`src/rtl/seg7_pkg.sv`:
```
// Segment pattern table shared by the BCD-to-7-segment encoder and
// the capture-side decoder, so both directions use identical codes.
package seg7_pkg;

  // seg[6]=a ... seg[0]=g, active-high
  typedef logic [6:0] seg_t;

  localparam seg_t SEG_0     = 7'h7E;
  localparam seg_t SEG_1     = 7'h30;
  localparam seg_t SEG_2     = 7'h6D;
  localparam seg_t SEG_3     = 7'h79;
  localparam seg_t SEG_4     = 7'h33;
  localparam seg_t SEG_5     = 7'h5B;
  localparam seg_t SEG_6     = 7'h5F;
  localparam seg_t SEG_7     = 7'h70;
  localparam seg_t SEG_8     = 7'h7F;
  localparam seg_t SEG_9     = 7'h7B;
  localparam seg_t SEG_BLANK = 7'h00;

  localparam logic [3:0] BCD_BLANK = 4'hF;

endpackage

```
`src/rtl/seg7_pattern_to_bcd.sv`:
```
// Combinational reverse lookup: 7-segment pattern to BCD digit.
// Blank decodes to BCD_BLANK; any other unlisted pattern is illegal.
module seg7_pattern_to_bcd
  import seg7_pkg::*;
(
  input  logic [6:0] seg,
  output logic [3:0] bcd,
  output logic       legal
);

  // Table lookup against the shared pattern constants
  always_comb begin
    bcd   = '0;
    legal = 1'b1;
    case (seg)
      SEG_0:     bcd = 4'd0;
      SEG_1:     bcd = 4'd1;
      SEG_2:     bcd = 4'd2;
      SEG_3:     bcd = 4'd3;
      SEG_4:     bcd = 4'd4;
      SEG_5:     bcd = 4'd5;
      SEG_6:     bcd = 4'd6;
      SEG_7:     bcd = 4'd7;
      SEG_8:     bcd = 4'd8;
      SEG_9:     bcd = 4'd9;
      SEG_BLANK: bcd = BCD_BLANK;
      default:   legal = 1'b0;
    endcase
  end

endmodule

```
`src/rtl/seven_seg_capture_decoder.sv`:
```
// Rebuilds per-digit BCD values from a time-multiplexed 7-segment bus.
// A digit commits only after STABLE consecutive identical legal samples
// on that digit; samples of other digits do not break the run.
module seven_seg_capture_decoder
  import seg7_pkg::*;
#(
  parameter int NDIG   = 4,
  parameter int STABLE = 3
) (
  input  logic                clk,
  input  logic                reset,
  input  logic                sample_en,
  input  logic [6:0]          seg,
  input  logic [NDIG-1:0]     digit_sel,
  output logic [4*NDIG-1:0]   bcd_out,
  output logic [NDIG-1:0]     digit_valid,
  output logic                upd,
  output logic [2:0]          upd_digit,
  output logic                seg_err,
  output logic                sel_err
);

  localparam int CW = $clog2(STABLE + 1);
  localparam int IW = (NDIG > 1) ? $clog2(NDIG) : 1;
  localparam logic [CW-1:0] STABLE_C = CW'(STABLE);

  logic [3:0]    dec_bcd;
  logic          dec_legal;

  logic [3:0]    cand_q [NDIG];
  logic [CW-1:0] cnt_q  [NDIG];
  logic [3:0]    bcd_q  [NDIG];

  logic          sel_onehot;
  logic [IW-1:0] sel_idx;
  int unsigned   sel_ones;

  logic [CW-1:0] next_cnt;
  logic          do_commit;

  seg7_pattern_to_bcd u_dec (
    .seg   (seg),
    .bcd   (dec_bcd),
    .legal (dec_legal)
  );

  // One-hot check and one-hot-to-index encode of digit_sel
  always_comb begin
    sel_ones = 0;
    sel_idx  = '0;
    for (int unsigned i = 0; i < NDIG; i++) begin
      if (digit_sel[i]) begin
        sel_ones = sel_ones + 1;
        sel_idx  = IW'(i);
      end
    end
    sel_onehot = (sel_ones == 1);
  end

  // Stability count for the selected digit and its commit decision;
  // the count saturates at STABLE so it never wraps in CW bits
  always_comb begin
    if ((cnt_q[sel_idx] != '0) && (dec_bcd == cand_q[sel_idx])) begin
      next_cnt = (cnt_q[sel_idx] >= STABLE_C) ? STABLE_C : cnt_q[sel_idx] + 1'b1;
    end else begin
      next_cnt = CW'(1);
    end
    do_commit = (next_cnt == STABLE_C) &&
                (!digit_valid[sel_idx] || (bcd_q[sel_idx] != dec_bcd));
  end

  // Per-digit candidate/count/commit registers and registered pulses
  always_ff @(posedge clk) begin
    if (reset) begin
      for (int unsigned i = 0; i < NDIG; i++) begin
        cand_q[i] <= '0;
        cnt_q[i]  <= '0;
        bcd_q[i]  <= '0;
      end
      digit_valid <= '0;
      upd         <= 1'b0;
      upd_digit   <= '0;
      seg_err     <= 1'b0;
      sel_err     <= 1'b0;
    end else begin
      upd     <= 1'b0;
      seg_err <= 1'b0;
      sel_err <= 1'b0;
      if (sample_en) begin
        if (!sel_onehot) begin
          sel_err <= 1'b1;
        end else if (!dec_legal) begin
          seg_err         <= 1'b1;
          cnt_q[sel_idx]  <= '0;
        end else begin
          cand_q[sel_idx] <= dec_bcd;
          cnt_q[sel_idx]  <= next_cnt;
          if (do_commit) begin
            bcd_q[sel_idx]       <= dec_bcd;
            digit_valid[sel_idx] <= 1'b1;
            upd                  <= 1'b1;
            upd_digit            <= 3'(sel_idx);
          end
        end
      end
    end
  end

  // Flatten committed digits onto the output bus
  always_comb begin
    bcd_out = '0;
    for (int unsigned i = 0; i < NDIG; i++) begin
      bcd_out[4*i +: 4] = bcd_q[i];
    end
  end

endmodule
```
`config.mk`:
```
export PLATFORM = sky130hd
export DESIGN_NAME = seven_seg_capture_decoder
export DESIGN_NICKNAME = d
export VERILOG_FILES = /design/src/rtl/seg7_pkg.sv /design/src/rtl/seg7_pattern_to_bcd.sv /design/src/rtl/seven_seg_capture_decoder.sv
export SDC_FILE = /design/constraint.sdc
export NUM_CORES = 1
export LEC_CHECK = 0
export CAP_MARGIN = 20
export CORE_AREA = 2 2 95 97
export CTS_BUF_LIST = sky130_fd_sc_hd__clkbuf_8 sky130_fd_sc_hd__clkbuf_16
export DETAILED_ROUTE_END_ITERATION = 6
export DIE_AREA = 0 0 97 99
export PLACE_DENSITY = 0.51
export SLEW_MARGIN = 20
export SYNTH_ARGS = -nofsm -noshare
export SYNTH_HDL_FRONTEND = slang
export SYNTH_SLANG_ARGS = --single-unit
```
`constraint.sdc`:
```
create_clock -name clk -period 5.51 [get_ports clk]
set_clock_uncertainty 0.1 [all_clocks]
set_input_delay 0.8265 -clock clk [delete_from_list [all_inputs] [get_ports clk]]
set_output_delay 0.8265 -clock clk [all_outputs]
set_load 0.01 [all_outputs]
```
After elaboration in Yosys (flattened, before gate mapping)
Memories as Yosys holds them, arrays and structs flattened.
Index checks and enable logic that the tools add are counted.
{"block": "classes", "order_cmp": 3, "addsub": 4, "n_mux": 44, "n_eq_ne": 14, "bitwise": 3, "n_reduce_logical": 13}
{"cell": "$add 32x1->32 const B", "n": 3}
{"cell": "$mux 32", "n": 3}
{"cell": "$eq 7x7->1 const B", "n": 8}
{"cell": "$pmux 4 s10", "n": 1}
{"cell": "$eq 32x1->1 const B", "n": 1}
{"cell": "$mux 1", "n": 27}
{"cell": "$mux 2", "n": 9}
{"cell": "$eq 7x6->1 const B", "n": 2}
{"cell": "$reduce_or 11->1", "n": 1}
{"cell": "$mux 4", "n": 2}
{"cell": "$reduce_or 4->1", "n": 2}
{"cell": "$logic_not 7->1", "n": 1}
{"cell": "$eq 4x4->1", "n": 1}
{"cell": "$ne 4x4->1", "n": 1}
{"cell": "$or 4x4->4", "n": 1}
{"cell": "$reduce_and 4->1", "n": 1}
{"cell": "$reduce_or 2->1", "n": 2}
{"cell": "$logic_and 1x1->1", "n": 3}
{"cell": "$lt 2x3->1 const B", "n": 1}
{"cell": "$add 2x1->2 const B", "n": 1}
{"cell": "$bmux 1 s2", "n": 1}
{"cell": "$demux 1 s2", "n": 1}
{"cell": "$eq 2x2->1 const B", "n": 1}
{"cell": "$ge 2x1->1 const B", "n": 1}
{"cell": "other kinds (6)", "n": 6}
{"block": "word_totals", "register_bits": 9, "word_cells": 89, "n_memories": 3, "ram_bits": 40, "input_bits": 14}
{"name": "bcd_q", "words": 4, "width": 4, "rd": 5, "rd_ports_with_merged_regs": 0, "wr": 4, "line_no": "seven_seg_capture_decoder.sv:32", "text": "logic [3:0] bcd_q [NDIG];"}
{"name": "cand_q", "words": 4, "width": 4, "rd": 1, "rd_ports_with_merged_regs": 0, "wr": 4, "line_no": "seven_seg_capture_decoder.sv:30", "text": "logic [3:0] cand_q [NDIG];"}
{"name": "cnt_q", "words": 4, "width": 2, "rd": 1, "rd_ports_with_merged_regs": 0, "wr": 4, "line_no": "seven_seg_capture_decoder.sv:31", "text": "logic [CW-1:0] cnt_q [NDIG];"}

Logic depth before layout (Yosys ltp)
Gate-level depths: netlist of the first run.
An unclocked memory read counts as a cell.
{"block": "depth", "depth_word": 17, "depth_mapped": 16, "depth_no_buf": 12}

By module
From an unflattened synthesis of the first run, not the netlist that was laid out.
{"block": "hier_totals", "cells_unflattened": 274, "area_unflattened_um2": 2957.8}
{"module": "seven_seg_capture_decoder", "cells_per_inst": 247, "instances": 1, "area_per_inst_um2": 2763.9, "seq_area_each_um2": 1381.3}
{"module": "seg7_pattern_to_bcd", "cells_per_inst": 27, "instances": 1, "area_per_inst_um2": 193.9, "seq_area_each_um2": 0.0}

Least setup slack after synthesis of the first run
OpenSTA, ideal clock, no wires.
{"block": "synth_timing", "path_kind": "input -> register", "start": "in digit_sel[1]", "end": "mem bcd_q[0][0] (enable)", "path_slack_ns": 1.218, "setup_ns": 0.361, "required_time_ns": 5.049, "cell_stages": 15, "arrival_time_ns": 3.830, "cell_sequence": "clkbuf_1 -> buf_2 -> inv_1 -> ha_1 -> xnor2_1 -> inv_1 -> ha_1 -> inv_1 -> a311o_1 -> nand4_1 -> a21o_1 -> o21bai_1 -> or3_1 -> buf_6 -> o21ai_0"}
{"element": "start: declaration", "line_no": "seven_seg_capture_decoder.sv:14", "text": "input logic [NDIG-1:0] digit_sel,"}
{"element": "end: declaration", "line_no": "seven_seg_capture_decoder.sv:32"}

==> flow_metrics.py, run 1 <==
metrics = {
    "outcome": {
        "status": "complete, no violations",
    },
    "synth": {
        "yosys.area.top_type": "edfxtp_1",
        "synth_fa_ha_area_share_pct": 1.366,
        "synth_edf_count": 40,
        "synthArstFlopShare_pct": 0,
        "yosys.area_share.simple_pct": 20.45,
        "synth_compound_area_share_pct": 14.25,
        "ys_types": 55,
        "ys.flop_type": "edfxtp_1",
        "synth_seq_cells": 49,
        "synthXorXnorAreaFrac_pct": 3.142,
        "syn_nets": 282,
        "synth_warnings": 0,
        "synth_top_family_by_area": "simple AND/OR/NAND/NOR gates",
        "synthesis.area_sq_um": 2748,
        "ys_seq_area_share_pct": 50.27,
        "yosysTopAreaCellShare_pct": 43.72,
        "synth_cells": 265,
        "avgSynthCellArea_sq_um": 10.37,
        "synthMuxAreaShare_pct": 4.872,
        "synth_area_leaders": "edfxtp_1 (44%), dfxtp_1 (6.6%), mux2i_1 (3.6%)",
    },
    "setup_path": {
        "crit_path_frequent_cell": "inv_1",
        "critPathMaxFanout": 12,
        "slowest_stage": "or3_1",
        "crit_type": "input pin to flip-flop",
        "cp_data_arrival_time_ps": 4360,
        "crit_required_ps": 5360,
        "crit_chain": "clkdlybuf4s50_1 -> inv_1 -> ha_1 -> xnor2_1 -> inv_1 -> ha_1 -> inv_1 -> a311o_1 -> nand4_1 -> a21o_1 -> o21bai_1 -> or3_1 -> o21ai_0",
        "startpoint_type": "input pin",
        "crit_path_max_incr_delay_ps": 530,
        "end_kind": "flip-flop",
    },
    "clock_tree": {
        "cts_hold_buf": 0,
        "cts-buffers-inserted": 5,
        "cts.sinks": 49,
        "cts_tree": "yes",
        "clockRootBuffer": "clkbuf_8",
        "clkTransAtPathRegs_ps": 90,
        "post_cts_buffers": 0,
        "cts_max_level": 2,
        "clockBufferDepth": 2,
        "cts.repair.resized": 0,
        "clkLatencyLatePin_ps": 310,
    },
    "global_route": {
        "grt_max_degree": 19,
        "overflow": 0,
        "grt_pass1_wl_um": 11810,
        "first_global_vias": 2178,
        "track_usage_pct": 15.93,
        "antenna_found_initial": 0,
    },
    "sta": {
        "rsz0062_at_grt": "no",
        "slew_violations": 0,
        "hold_viol_final": 0,
        "setup_tns_ps": 0,
        "slew_headroom_pct": 51.74,
        "post-route-min-period_ps": 4508,
        "setup_violations": 0,
        "max_freq_mhz": 221.8,
        "whs_ps": 388.2,
        "tightest_slew_ps": 720.7,
        "min_period_over_period_pct": 81.81,
        "setup_slack_ps": 1002,
    },
    "floorplanning": {
        "die_h_um": 99,
        "row_count": 34,
        "core_area_sq_um": 8551,
        "die_x_um": 97,
        "dieArea_sq_um": 9603,
        "ios": 40,
        "initial_core_util_pct": 32.13,
    },
    "place": {
        "portBuffers": 38,
        "dp_hpwl_um": 5484,
        "place_ws_ps": 717.6,
        "gp_congestion": 0.8085,
    },
    "detailed_routing": {
        "routed_wl_um": 7459,
        "vias_per_cell": 5.358,
        "vias": 2186,
        "drc": 0,
        "drt_first_pass_iters": 4,
        "drtAntennaViolNets": 0,
        "drt_iter0_drc": 123,
        "post_drt_wl_per_cell_um": 18.28,
    },
    "finish": {
        "final_layout_size_suffix_gt1_share_pct": 10.33,
        "num_antenna_cells": 0,
        "fillers": 879,
        "area_growth_syn_to_layout_pct": 20.08,
        "final_nets": 316,
    },
    "flow_run": {
        "max-cap-violations": 0,
    },
    "power_and_ir_drop": {
        "p_total_uw": 735.8,
        "ir_worst_vdd_v": 0.00008384,
        "power.density_nw_per_um2": 223.0,
        "static-leakage-power_uw": 0.001134,
    },
    "min_path": {
        "hp-class": "flip-flop to flip-flop",
    },
}
-- cell families after synthesis --
| family | after synthesis |
|---|---|
| AO/OA/AOI/OAI | 53 |
| XOR/XNOR | 9 |
| adder cells (fa/ha/maj) | 3 |
| buffers and inverters | 31 |
| flip-flops | 49 |
| multiplexers | 13 |
| other | 1 |
| AND/OR/NAND/NOR | 106 |
-- placed cells by master (no fill, tap or decap), types with 3 or more instances in the layout --
cell / netlist / final
nand3_1: 4 / 4
o2bb2ai_2: 3 / 3
buf_4: 1 / 7
o21ai_0: 14 / 14
inv_1: 12 / 12
ha_1: 3 / 3
o31ai_1: 3 / 3
nor2_1: 26 / 26
mux2_2: 3 / 3
or2_2: 7 / 7
nand2_1: 16 / 16
a211oi_1: 4 / 4
nand2b_1: 3 / 3
a21oi_1: 6 / 6
xnor2_1: 6 / 6
clkbuf_8: 0 / 5
or3_1: 4 / 4
edfxtp_1: 40 / 40
mux2i_1: 10 / 10
nor2b_1: 5 / 5
nor3b_1: 4 / 4
nor4_1: 4 / 4
clkdlybuf4s50_1: 0 / 38
nand4_1: 3 / 3
nor3_1: 19 / 19
dfxtp_1: 9 / 9
-- state kept, by name, summed over array words and instances, names as in the netlist --
register / cells
bcd_q: 16
cand_q: 16
cnt_q: 8
digit_valid: 4
seg_err: 1
sel_err: 1
upd: 1
upd_digit: 2
-- stage by stage --
step / instance area, sq um / utilization, % / instances
after floorplan: 2748 / - / 265
after global placement: 3213 / 37.58 / 400
after detailed placement: 3213 / 37.58 / 400
after CTS: 3299 / 38.59 / 408
after global routing: 3299 / 38.59 / 408
final: 3299 / 38.59 / 408
-- final timing paths --
kind	startpoint	endpoint	slack [ps]	cells past startpoint
setup / recovery	digit_sel[0]	bcd_q[1][3]$_SDFFCE_PN0P_	1000	13
hold / removal	upd_digit[1]$_SDFFE_PP0P_	upd_digit[1]$_SDFFE_PP0P_	390	2
setup reg to reg	cand_q[0][3]$_SDFFCE_PN0P_	bcd_q[1][3]$_SDFFCE_PN0P_	2370	7
hold reg to reg	upd_digit[1]$_SDFFE_PP0P_	upd_digit[1]$_SDFFE_PP0P_	390	2
-- synth_stat cells (3+ instances only) --
master and count:
a211oi_1 4, a21oi_1 6, buf_2 4, clkbuf_1 10
dfxtp_1 9, edfxtp_1 40, ha_1 3, inv_1 12
mux2_2 3, mux2i_1 10, nand2_1 16, nand2b_1 3
nand3_1 4, nand4_1 3, nor2_1 26, nor2b_1 5
nor3_1 19, nor3b_1 4, nor4_1 4, o21ai_0 14
o2bb2ai_2 3, o31ai_1 3, or2_2 7, or3_1 4
xnor2_1 6
-- critical path: cells and delay by family --
family / cells / cell delay [ps]
XOR/XNOR: 1 / 220
AO/OA/AOI/OAI: 4 / 1320
adder cells (fa/ha/maj): 2 / 630
buffers and inverters: 4 / 660
AND/OR/NAND/NOR: 2 / 690
-- layer usage --
metal	vias up	share of wire (%)	wire, um	track usage, %
li1	1045	-	-	-
met1	1067	46	3423	20.08
met2	64	48	3617	27.62
met3	10	4.2	312	3.333
met4	0	1.4	104	4.767
met5	-	0	0	0
-- area by class of cell --
| class | count | area (sq um) | share of cell area, % |
|---|---|---|---|
| inverter | 13 | 48.80 | 1.479 |
| timing repair buffer | 45 | 432.9 | 13.12 |
| clock inverter | 3 | 17.52 | 0.5309 |
| multi-input combinational | 185 | 1215 | 36.82 |
| tap | 108 | 135.1 | 4.096 |
| sequential | 49 | 1381 | 41.87 |
| clock buffer | 5 | 68.82 | 2.086 |
-- where the power goes --
part	switching, uW	internal [uW]	leakage [uW]	total (uW)
Clock	123	88.0	0.0000455	211
Combinational	62.5	45.0	0.000614	108
Sequential	5.54	412	0.000475	418
Total	191	545	0.00113	736
Power figures use the tool's default switching activity.
==> inputs of run 2 (changes only) <==
- clock period: 5.51 -> 4.62 ns (I/O delays scaled with it)
==> flow_metrics.py, run 2 (same netlist as run 1, synthesis figures left out) <==
metrics = {
    "outcome": {
        "status": "complete, no violations",
    },
    "detailed_routing": {
        "routed_wl_um": 7232,
        "drt_iter0_drc": 123,
        "drc": 0,
        "vias": 2196,
        "post_drt_wl_per_cell_um": 17.22,
        "drtAntennaViolNets": 0,
        "drt_first_pass_iters": 4,
        "vias_per_cell": 5.229,
    },
    "global_route": {
        "track_usage_pct": 15.16,
        "grt_pass1_wl_um": 11490,
        "grt_max_degree": 19,
        "first_global_vias": 2161,
        "antenna_found_initial": 0,
        "overflow": 0,
    },
    "place": {
        "gp_congestion": 0.7945,
        "place_inst": 412,
        "portBuffers": 38,
        "dp_hpwl_um": 5523,
    },
    "floorplanning": {
        "die_x_um": 97,
        "core_area_sq_um": 8551,
        "initial_core_util_pct": 32.13,
        "row_count": 34,
        "ios": 40,
        "dieArea_sq_um": 9603,
        "die_h_um": 99,
    },
    "clock_tree": {
        "clockRootBuffer": "clkbuf_8",
        "cts_hold_buf": 0,
        "cts-buffers-inserted": 5,
        "cts.sinks": 49,
        "post_cts_buffers": 0,
        "cts_max_level": 2,
        "clkTransAtPathRegs_ps": 90,
        "clockBufferDepth": 2,
        "cts.repair.resized": 0,
        "cts_tree": "yes",
        "clkLatencyLatePin_ps": 300,
    },
    "finish": {
        "layout_commonest_cell": "edfxtp_1",
        "fillers": 853,
        "area_growth_syn_to_layout_pct": 23.95,
        "final_layout_size_suffix_gt1_share_pct": 13.46,
        "multi_input_area_sq_um": 1215,
        "stdcell_count": 420,
        "num_antenna_cells": 0,
        "final_cell_mix": "edfxtp_1 (40), clkdlybuf4s50_1 (38), nor2_1 (26), nor3_1 (19), buf_4 (18)",
        "final_nets": 328,
        "largestRegisters": "bcd_q x16, cand_q x16, cnt_q x8",
        "regArea_sq_um": 1381,
    },
    "setup_path": {
        "crit_path_frequent_cell": "inv_1",
        "cp_data_arrival_time_ps": 3970,
        "slowest_stage": "clkdlybuf4s50_1",
        "crit_chain": "clkdlybuf4s50_1 -> inv_1 -> ha_1 -> xnor2_1 -> inv_1 -> ha_1 -> inv_1 -> a311o_1 -> nand4_1 -> a21o_1 -> o21bai_1 -> or3_1 -> o21ai_0 -> buf_4",
        "r2r_start": "cand_q[1][2]$_SDFFCE_PN0P_",
        "critPathMaxFanout": 7,
        "crit_path_max_incr_delay_ps": 530,
        "end_kind": "flip-flop",
        "crit_type": "input pin to flip-flop",
        "startpoint_type": "input pin",
        "crit_required_ps": 4540,
        "crit_path_start": "digit_sel[1]",
    },
    "sta": {
        "setup_tns_ps": 0,
        "slew_violations": 0,
        "min_period_over_period_pct": 87.53,
        "rsz0062_at_grt": "no",
        "hold_viol_final": 0,
        "max_freq_mhz": 247.3,
        "slew_headroom_pct": 54.69,
        "setup_violations": 0,
        "tightest_slew_ps": 677.2,
        "post-route-min-period_ps": 4044,
    },
    "power_and_ir_drop": {
        "static-leakage-power_uw": 0.001204,
        "power.density_nw_per_um2": 260.7,
        "ir_worst_vdd_v": 0.0001174,
    },
    "min_path": {
        "min_from": "upd_digit[0]$_SDFFE_PP0P_",
        "hp-class": "flip-flop to flip-flop",
    },
    "flow_run": {
        "max-cap-violations": 0,
    },
}
[run 2: changes by cell type in the layout (fill, tap and decap cells not counted)]
cell	change
clkinv_1	-1
clkbuf_8	+1
clkinv_4	-1
inv_1	+2
buf_4	+11
buf_12	+1
clkinv_2	-1
[run 2: routing by layer]
metal	vias to the layer above	wire, um	global-route usage [%]
met5	-	0	0
met4	0	51	2.817
met3	5	319	2.624
met2	56	3460	25.05
met1	1065	3402	21.20
li1	1070	-	-
[run 2: final timing paths]
kind,depth (start not counted),end,slack (ps)
setup / recovery,14,bcd_q[0][3]$_SDFFCE_PN0P_,580
hold / removal,2,upd_digit[0]$_SDFFE_PP0P_,380
setup reg to reg,8,bcd_q[0][3]$_SDFFCE_PN0P_,1620
hold reg to reg,2,upd_digit[0]$_SDFFE_PP0P_,380
[run 2: layout make-up]
class / count / area share, %
tap: 108 / 3.968
inverter: 13 / 1.433
timing repair buffer: 57 / 15.72
clock buffer: 6 / 2.425
sequential: 49 / 40.56
multi-input combinational: 185 / 35.67
clock inverter: 2 / 0.2204
[run 2: worst max-delay path, delay by kind of cell]
family / cells / cell delay (ps)
xor+xnor: 1 / 210
fa+ha+maj: 2 / 620
compound gates: 4 / 860
buf+inv: 5 / 910
simple gates: 2 / 660
[run 2: metrics by stage]
step | hold slack [ps] | total power, uW | cell area (sq um) | util (%) | setup slack (ps)
2_1_floorplan | 399.0 | 582.8 | 2748 | - | 461.7
3_3_place_gp | 381.9 | 643.0 | 3316 | 38.78 | 351.7
5_1_grt | 420.9 | 923.4 | 3406 | 39.83 | 349.8
3_5_place_dp | 372.7 | 642.7 | 3316 | 38.78 | 283.8
4_1_cts | 385.8 | 893.1 | 3406 | 39.83 | 574.4
6_report | 380.0 | 887.8 | 3406 | 39.83 | 575.9
[run 2: report_power, final]
group / switching, uW / total, uW / internal, uW
sequential: 6.06 / 497 / 491
clock: 137 / 255 / 118
combinational: 74.5 / 135 / 60.7
